`src/rtl/write_xbar_datapath_pkg.sv`:
```
// Shared widths, response codes and payload packing helpers for the write crossbar.
// Payload layouts (MSB first): AW {addr, id}, W {data, strb, last, id}, B {resp, id}.
package axi_xbar_pkg;

   // Index width that never collapses to zero bits for a single port.
   function automatic int idx_w(input int n);
      return (n > 1) ? $clog2(n) : 1;
   endfunction

   localparam int NUM_OUTSTANDING_TRANS_DEF = 2;
   localparam int ADDR_WIDTH_DEF            = 32;
   localparam int DATA_WIDTH_DEF            = 32;
   localparam int IDW                       = idx_w(NUM_OUTSTANDING_TRANS_DEF);
   localparam int STRB_W                    = DATA_WIDTH_DEF / 8;
   localparam int BRESP_W                   = 2;

   localparam logic [BRESP_W-1:0] BRESP_OKAY   = 2'b00;
   localparam logic [BRESP_W-1:0] BRESP_SLVERR = 2'b10;

   function automatic int aw_pl_w(input int addr_w, input int id_w);
      return addr_w + id_w;
   endfunction

   function automatic int w_pl_w(input int data_w, input int id_w);
      return data_w + data_w / 8 + 1 + id_w;
   endfunction

   function automatic int b_pl_w(input int id_w);
      return BRESP_W + id_w;
   endfunction

endpackage

```
`src/rtl/write_xbar_datapath_skid.sv`:
```
// axi_skid_buffer: 2-entry registered FIFO. Head entry drives dout; full/empty
// decode only the registered count, so downstream valid never depends on ready.
// Ports: clk, clr (async, active-low), push/din (write), pop (read head),
//        dout (head payload), full (2 held), empty (0 held).
module axi_skid_buffer #(
   parameter int WIDTH = 8
) (
   input  logic             clk,
   input  logic             clr,
   input  logic             push,
   input  logic [WIDTH-1:0] din,
   input  logic             pop,
   output logic [WIDTH-1:0] dout,
   output logic             full,
   output logic             empty
);

   logic [WIDTH-1:0] ent0_q, ent0_d;
   logic [WIDTH-1:0] ent1_q, ent1_d;
   logic [1:0]       cnt_q, cnt_d;

   assign dout  = ent0_q;
   assign full  = (cnt_q == 2'd2);
   assign empty = (cnt_q == 2'd0);

   always_comb begin
      ent0_d = ent0_q;
      ent1_d = ent1_q;
      cnt_d  = cnt_q;
      if (pop && !empty) begin
         ent0_d = ent1_q;
         cnt_d  = cnt_q - 2'd1;
      end
      // Push lands after any pop, so push+pop at count 1 refills the head.
      if (push && !full) begin
         if (cnt_d == 2'd0) ent0_d = din;
         else               ent1_d = din;
         cnt_d = cnt_d + 2'd1;
      end
   end

   always_ff @(posedge clk or negedge clr) begin
      if (!clr) begin
         ent0_q <= '0;
         ent1_q <= '0;
         cnt_q  <= 2'd0;
      end else begin
         ent0_q <= ent0_d;
         ent1_q <= ent1_d;
         cnt_q  <= cnt_d;
      end
   end

endmodule

```
`src/rtl/write_xbar_datapath.sv`:
```
// write_xbar_datapath: write-path payload crossbar driven by write_arbiter grant/sel.
// AW and W beats route master->slave through per-slave skid buffers; B responses
// route slave->master through per-master skid buffers. Also feeds the arbiter.
// Ports: clk, clr (async, active-low); m_aw_*/m_w_*/m_b_* master side;
//        s_aw_*/s_w_*/s_b_* slave side; *_grant_f/*_sel_f from arbiter;
//        AW_valid_f/AW_addr_f/AW_id_f/W_id_f/B_ready_f/B_valid_f to arbiter.
module write_xbar_datapath
   import axi_xbar_pkg::*;
#(
   parameter  int M                     = 2,
   parameter  int S                     = 2,
   parameter  int NUM_OUTSTANDING_TRANS = 2,
   parameter  int ADDR_WIDTH            = 32,
   parameter  int DATA_WIDTH            = 32,
   localparam int IDP = idx_w(NUM_OUTSTANDING_TRANS),
   localparam int STP = DATA_WIDTH / 8,
   localparam int MSW = idx_w(M),
   localparam int SSW = idx_w(S)
) (
   input  logic                    clk,
   input  logic                    clr,
   input  logic [M-1:0]            m_aw_valid,
   output logic [M-1:0]            m_aw_ready,
   input  logic [M*ADDR_WIDTH-1:0] m_aw_addr,
   input  logic [M*IDP-1:0]        m_aw_id,
   input  logic [M-1:0]            m_w_valid,
   output logic [M-1:0]            m_w_ready,
   input  logic [M*DATA_WIDTH-1:0] m_w_data,
   input  logic [M*STP-1:0]        m_w_strb,
   input  logic [M-1:0]            m_w_last,
   input  logic [M*IDP-1:0]        m_w_id,
   output logic [M-1:0]            m_b_valid,
   input  logic [M-1:0]            m_b_ready,
   output logic [M*BRESP_W-1:0]    m_b_resp,
   output logic [M*IDP-1:0]        m_b_id,
   output logic [S-1:0]            s_aw_valid,
   input  logic [S-1:0]            s_aw_ready,
   output logic [S*ADDR_WIDTH-1:0] s_aw_addr,
   output logic [S*IDP-1:0]        s_aw_id,
   output logic [S-1:0]            s_w_valid,
   input  logic [S-1:0]            s_w_ready,
   output logic [S*DATA_WIDTH-1:0] s_w_data,
   output logic [S*STP-1:0]        s_w_strb,
   output logic [S-1:0]            s_w_last,
   output logic [S*IDP-1:0]        s_w_id,
   input  logic [S-1:0]            s_b_valid,
   output logic [S-1:0]            s_b_ready,
   input  logic [S*BRESP_W-1:0]    s_b_resp,
   input  logic [S*IDP-1:0]        s_b_id,
   input  logic [M-1:0]            AW_grant_f,
   input  logic [M-1:0]            W_grant_f,
   input  logic [M*SSW-1:0]        AW_sel_f,
   input  logic [M*SSW-1:0]        W_sel_f,
   input  logic [S-1:0]            B_grant_f,
   input  logic [S*MSW-1:0]        B_sel_f,
   output logic [M-1:0]            AW_valid_f,
   output logic [M*ADDR_WIDTH-1:0] AW_addr_f,
   output logic [M*IDP-1:0]        AW_id_f,
   output logic [M*IDP-1:0]        W_id_f,
   output logic [M-1:0]            B_ready_f,
   output logic [S-1:0]            B_valid_f
);

   localparam int AW_W = aw_pl_w(ADDR_WIDTH, IDP);
   localparam int W_W  = w_pl_w(DATA_WIDTH, IDP);
   localparam int B_W  = b_pl_w(IDP);

   logic [AW_W-1:0] m_aw_pl [M];
   logic [W_W-1:0]  m_w_pl  [M];
   logic [B_W-1:0]  s_b_pl  [S];
   logic [SSW-1:0]  aw_sel  [M];
   logic [SSW-1:0]  w_sel   [M];
   logic [MSW-1:0]  b_sel   [S];

   logic [AW_W-1:0] aw_din [S], aw_dout [S];
   logic [W_W-1:0]  w_din  [S], w_dout  [S];
   logic [B_W-1:0]  b_din  [M], b_dout  [M];
   logic [S-1:0]    aw_push, aw_full, aw_empty, aw_claim;
   logic [S-1:0]    w_push,  w_full,  w_empty,  w_claim;
   logic [M-1:0]    b_push,  b_full,  b_empty,  b_claim;

   // Readies stay low until the first clock after reset release.
   logic            run_q, run_d;
   logic [S-1:0]    b_pulse_q, b_pulse_d;

   assign AW_valid_f = m_aw_valid;
   assign AW_addr_f  = m_aw_addr;
   assign AW_id_f    = m_aw_id;
   assign W_id_f     = m_w_id;
   assign B_ready_f  = ~b_full;
   assign B_valid_f  = b_pulse_q;

   for (genvar m = 0; m < M; m++) begin : g_mst
      assign m_aw_pl[m] = {m_aw_addr[m*ADDR_WIDTH +: ADDR_WIDTH], m_aw_id[m*IDP +: IDP]};
      assign m_w_pl[m]  = {m_w_data[m*DATA_WIDTH +: DATA_WIDTH], m_w_strb[m*STP +: STP],
                           m_w_last[m], m_w_id[m*IDP +: IDP]};
      assign aw_sel[m]  = AW_sel_f[m*SSW +: SSW];
      assign w_sel[m]   = W_sel_f[m*SSW +: SSW];

      axi_skid_buffer #(.WIDTH(B_W)) u_b_buf (
         .clk(clk), .clr(clr), .push(b_push[m]), .din(b_din[m]),
         .pop(m_b_ready[m]), .dout(b_dout[m]), .full(b_full[m]), .empty(b_empty[m])
      );
      assign m_b_valid[m]                = !b_empty[m];
      assign m_b_resp[m*BRESP_W +: BRESP_W] = b_dout[m][IDP +: BRESP_W];
      assign m_b_id[m*IDP +: IDP]        = b_dout[m][IDP-1:0];
   end

   for (genvar s = 0; s < S; s++) begin : g_slv
      assign s_b_pl[s] = {s_b_resp[s*BRESP_W +: BRESP_W], s_b_id[s*IDP +: IDP]};
      assign b_sel[s]  = B_sel_f[s*MSW +: MSW];

      axi_skid_buffer #(.WIDTH(AW_W)) u_aw_buf (
         .clk(clk), .clr(clr), .push(aw_push[s]), .din(aw_din[s]),
         .pop(s_aw_ready[s]), .dout(aw_dout[s]), .full(aw_full[s]), .empty(aw_empty[s])
      );
      axi_skid_buffer #(.WIDTH(W_W)) u_w_buf (
         .clk(clk), .clr(clr), .push(w_push[s]), .din(w_din[s]),
         .pop(s_w_ready[s]), .dout(w_dout[s]), .full(w_full[s]), .empty(w_empty[s])
      );

      assign s_aw_valid[s]                     = !aw_empty[s];
      assign s_aw_addr[s*ADDR_WIDTH +: ADDR_WIDTH] = aw_dout[s][IDP +: ADDR_WIDTH];
      assign s_aw_id[s*IDP +: IDP]             = aw_dout[s][IDP-1:0];
      assign s_w_valid[s]                      = !w_empty[s];
      assign s_w_data[s*DATA_WIDTH +: DATA_WIDTH] = w_dout[s][IDP+1+STP +: DATA_WIDTH];
      assign s_w_strb[s*STP +: STP]            = w_dout[s][IDP+1 +: STP];
      assign s_w_last[s]                       = w_dout[s][IDP];
      assign s_w_id[s*IDP +: IDP]              = w_dout[s][IDP-1:0];
   end

   // A destination is claimed by the lowest-index granted source, even when its
   // buffer is full, so an illegal dual grant never lets a higher index slip in.
   always_comb begin
      aw_push    = '0;
      aw_claim   = '0;
      m_aw_ready = '0;
      w_push     = '0;
      w_claim    = '0;
      m_w_ready  = '0;
      for (int s = 0; s < S; s++) begin
         aw_din[s] = '0;
         w_din[s]  = '0;
      end
      for (int m = 0; m < M; m++) begin
         if (run_q && AW_grant_f[m] && (int'(aw_sel[m]) < S) && !aw_claim[aw_sel[m]]) begin
            aw_claim[aw_sel[m]] = 1'b1;
            m_aw_ready[m]       = !aw_full[aw_sel[m]];
            if (m_aw_valid[m] && !aw_full[aw_sel[m]]) begin
               aw_push[aw_sel[m]] = 1'b1;
               aw_din[aw_sel[m]]  = m_aw_pl[m];
            end
         end
         if (run_q && W_grant_f[m] && (int'(w_sel[m]) < S) && !w_claim[w_sel[m]]) begin
            w_claim[w_sel[m]] = 1'b1;
            m_w_ready[m]      = !w_full[w_sel[m]];
            if (m_w_valid[m] && !w_full[w_sel[m]]) begin
               w_push[w_sel[m]] = 1'b1;
               w_din[w_sel[m]]  = m_w_pl[m];
            end
         end
      end
   end

   always_comb begin
      b_push    = '0;
      b_claim   = '0;
      s_b_ready = '0;
      for (int m = 0; m < M; m++) b_din[m] = '0;
      for (int s = 0; s < S; s++) begin
         if (run_q && B_grant_f[s] && (int'(b_sel[s]) < M) && !b_claim[b_sel[s]]) begin
            b_claim[b_sel[s]] = 1'b1;
            s_b_ready[s]      = !b_full[b_sel[s]];
            if (s_b_valid[s] && !b_full[b_sel[s]]) begin
               b_push[b_sel[s]] = 1'b1;
               b_din[b_sel[s]]  = s_b_pl[s];
            end
         end
      end
      b_pulse_d = s_b_valid & s_b_ready;
      run_d     = 1'b1;
   end

   always_ff @(posedge clk or negedge clr) begin
      if (!clr) begin
         run_q     <= 1'b0;
         b_pulse_q <= '0;
      end else begin
         run_q     <= run_d;
         b_pulse_q <= b_pulse_d;
      end
   end

endmodule

```
`config.mk`:
```
export PLATFORM = sky130hd
export DESIGN_NAME = write_xbar_datapath
export DESIGN_NICKNAME = d
export VERILOG_FILES = /design/src/rtl/write_xbar_datapath_pkg.sv /design/src/rtl/write_xbar_datapath_skid.sv /design/src/rtl/write_xbar_datapath.sv
export SDC_FILE = /design/constraint.sdc
export NUM_CORES = 1
export LEC_CHECK = 0
export ABC_AREA = 1
export CORE_UTILIZATION = 49
export CTS_CLUSTER_DIAMETER = 80
export CTS_CLUSTER_SIZE = 10
export DETAILED_ROUTE_END_ITERATION = 8
export MAX_ROUTING_LAYER = met4
export PLACE_DENSITY = 0.79
export SYNTH_ARGS = -nofsm -noshare
export SYNTH_HDL_FRONTEND = slang
export SYNTH_SLANG_ARGS = --single-unit
```
`constraint.sdc`:
```
create_clock -name clk -period 3.1 [get_ports clk]
set_clock_uncertainty 0.15 [all_clocks]
set_input_delay 0.62 -clock clk [delete_from_list [all_inputs] [get_ports clk]]
set_output_delay 0.62 -clock clk [all_outputs]
set_load 0.005 [all_outputs]
```
==> flow_summary.yaml <==
floorplanning:
  core-area_um2: 34800
  die_w_um: 191
  die_area_um2: 36400
  num_rows: 68
  io_pins: 408
  start_util: 0.502
  die_h_um: 191
critical_path:
  cp_common_cell: "clkdlybuf4s50_1"
  r2r-start: "run_q$_DFF_PN0_"
  critPathKind: "in -> out"
  crit_slowest_cell: "clkdlybuf4s50_1"
  cp-start-kind: "input port"
  ff2ff_path_depth: 9
  ff2ff_setup_slack_ns: 0.45
  worstPathRequired_ns: 2.33
  r2r-end: "g_slv[1].u_w_buf.ent1_q[8]$_DFFE_PN0P_"
  critPathMaxStageDelay_ns: 0.57
  end_kind: "output pin"
  critPathTopFamily: "buffers and inverters"
  path_max_fanout: 5
  crit_arrival_ns: 2.26
  cp_cell_sequence: "clkdlybuf4s50_1, inv_1, nor2_2, a21oi_4, nand2_1, a21oi_1, clkdlybuf4s50_1"
  crit_buf_inv: 3
cts:
  post_cts_buffers: 0
  clockBufferDepth: 3
  cts.sinks: 311
  cts-buffers-inserted: 37
  clkTransAtPathRegs_ns: 0.06
  root_buffer: "clkbuf_16"
  tritoncts: "done"
  h-tree-depth: 2
  clock_latency_ns: 0.55
place:
  hpwlAfterDp_um: 42700
  gp_congestion: 0.957
  post_dp_cell_area_um2: 21600
  dp_slack_ns: -0.00428
  io_buffers: 407
synth:
  seq_area_frac_synth: 0.445
  synth_flop_cell: "dfrtp_1"
  synth_top_area_frac: 0.445
  synth_area_leader_cell: "dfrtp_1"
  synthArstFlopShare: 1.00
  ys_types: 31
  synth_enable_flop_cells: 0
  netlist_area_um2: 17500
  synth_area_leaders: "dfrtp_1 45%, nand2_1 23%, mux2_2 9.5%"
  syn_nets: 2399
  avgSynthCellArea_um2: 7.92
  synth_cells: 2207
  synth-seq-cells: 311
  yosysWarnings: 0
timing:
  hold_viol: 0
  slew_viol_final: 0
  worst_slew_pin_slew_ns: 0.741
  min_period_ns: 3.03
  finalSetupTns_ns: 0
  slew_headroom: 0.506
  final.setup.worst_slack_ns: 0.0681
  fmax_mhz: 330
  setup_viol: 0
  layout_worst_path_cycle_share: 0.978
  rsz0062_at_grt: "no"
drt:
  wl_per_cell_um: 20.5
  drt_iter0_drc: 1994
  detail-route-antenna-nets: 0
  wl_um: 60800
  drc: 0
  viasPerCell: 5.73
  drtPass1Iterations: 6
  vias: 17000
run_status:
  outcome: "complete, no violations"
finish:
  multi_input_area_um2: 8290
  nFillCells: 2823
  final_area_um2: 22600
  nets: 2690
  drive_gt1_frac: 0.118
  area.growth.synth_to_final_pct: 29.5
  seq_area_um2: 7780
hold_path:
  hold_path_startpoint: "g_slv[1].u_aw_buf.ent1_q[19]$_DFFE_PN0P_"
  min_path_type: "reg -> reg"
  hold_depth: 2
  holdPathEnd: "g_slv[1].u_aw_buf.ent1_q[19]$_DFFE_PN0P_"
power:
  p_leak_nw: 11.8
  irDropWorstVdd_v: 0.000669
  fin_total_pwr_mw: 16.8
  cellPowerDensity_nw_per_um2: 741
grt:
  grt_start_max_net_pins: 82
  grt_pass1_wl_um: 93000
  grt_pass1_vias: 16400
  grt_overflow: 0
  track_usage: 0.341
  antenna_found_initial: 13
flow_run:
  max-cap-violations: 0
power breakdown:
group | switching, mW | internal (mW)
combinational | 3.62 | 3.34
clock | 1.66 | 2.21
sequential | 0.743 | 5.21
worst max-delay path by stage:
stage / from / end / slack (ns) / cells past startpoint
floorplan: g_slv[0].u_aw_buf.cnt_q[0]$_DFF_PN0_ / g_slv[0].u_aw_buf.ent1_q[0]$_DFFE_PN0P_ / 0.68 / 13
global placement: W_sel_f[0] / g_slv[1].u_w_buf.dout[8]$_DFF_PN0_ / 0.05 / 9
detailed placement: W_sel_f[0] / g_slv[1].u_w_buf.ent1_q[8]$_DFFE_PN0P_ / -0.004 / 9
CTS: run_q$_DFF_PN0_ / m_w_ready[1] / 0.05 / 5
global route: g_slv[1].u_w_buf.cnt_q[0]$_DFF_PN0_ / m_w_ready[0] / 0.007 / 7
finish: W_sel_f[0] / m_w_ready[1] / 0.07 / 7
cell usage after synthesis, types with 5 or more instances:
cell	count
xor2_1	6
nand2_1	1072
o21ai_0	11
nor3_1	6
nand4_1	218
ha_1	18
o21bai_1	6
a21oi_1	13
buf_1	10
xnor2_1	6
mux2_2	148
buf_6	5
buf_4	86
nand3_1	74
buf_2	56
nand2_2	11
clkbuf_1	66
inv_1	48
dfrtp_1	311
nor2_1	14
metrics by stage:
stage	util	instances	hold WS (ns)
2_1_floorplan	-	2207	0.174
3_3_place_gp	0.620	2913	0.307
3_5_place_dp	0.620	2913	0.311
4_1_cts	0.650	2956	0.326
5_1_grt	0.651	2970	0.345
6_report	0.651	2970	0.324
layer usage:
metal  share of wire  vias to the layer above  track usage  routed length (um)
met4           0.050                        0        0.166                3010
met2            0.47                      850        0.516               28400
met1            0.41                     8248        0.449               24700
met5               0                        -            -                   0
met3           0.075                      162       0.0503                4580
li1                -                     7759            -                   -
layout make-up:
type / count / share of cell area
multi-input combinational: 1623 / 0.366
inverter: 50 / 0.00829
tap: 455 / 0.0251
antenna: 14 / 0.00155
timing repair buffer: 475 / 0.210
clock inverter: 3 / 0.00199
clock buffer: 39 / 0.0426
sequential: 311 / 0.344
sequential cells by signal, summed over array words and instances, names as in the netlist:
register               count
B_valid_f                  2
g_mst.u_b_buf.cnt_q        4
g_mst.u_b_buf.dout         6
g_mst.u_b_buf.ent1_q       6
g_slv.u_aw_buf.cnt_q       4
g_slv.u_aw_buf.dout       66
g_slv.u_aw_buf.ent1_q     66
g_slv.u_w_buf.cnt_q        4
g_slv.u_w_buf.dout        76
g_slv.u_w_buf.ent1_q      76
run_q                      1
placed cells by master, fill, tap and decap left out, types with 10 or more instances in the layout:
master and n:
nand2_2 13, buf_12 14, nor2_1 10, inv_1 48, clkbuf_16 38, nand2_1 1070
a21oi_1 11, nand4_1 218, buf_4 53, o21ai_0 11, diode_2 14, mux2_2 148
nand3_1 74, dfrtp_1 310, clkdlybuf4s50_1 404, ha_1 18
cells by family after synthesis:
family | Yosys count | share of synthesized area
mux | 148 | 0.0953
xor+xnor | 12 | 0.00601
flops | 311 | 0.445
compound gates | 36 | 0.0122
other cells | 1 | 0.000214
fa+ha+maj | 18 | 0.0129
simple gates | 1408 | 0.345
buf+inv | 273 | 0.0832
worst min-delay path, stage by stage, from the launching register on:
cell and delay, ns:
dfrtp_1 0.34, nand2_1 0.05, nand2_1 0.05
timing repair:
action | 4_1_cts | 5_1_grt
hold buffers | 1 | 0
gates resized for setup | 1 | 2
hold endpoints to repair | 75 | 0
endpoints found under the setup margin | 2 | 2
Note: power is estimated with default switching activity, not from simulation.
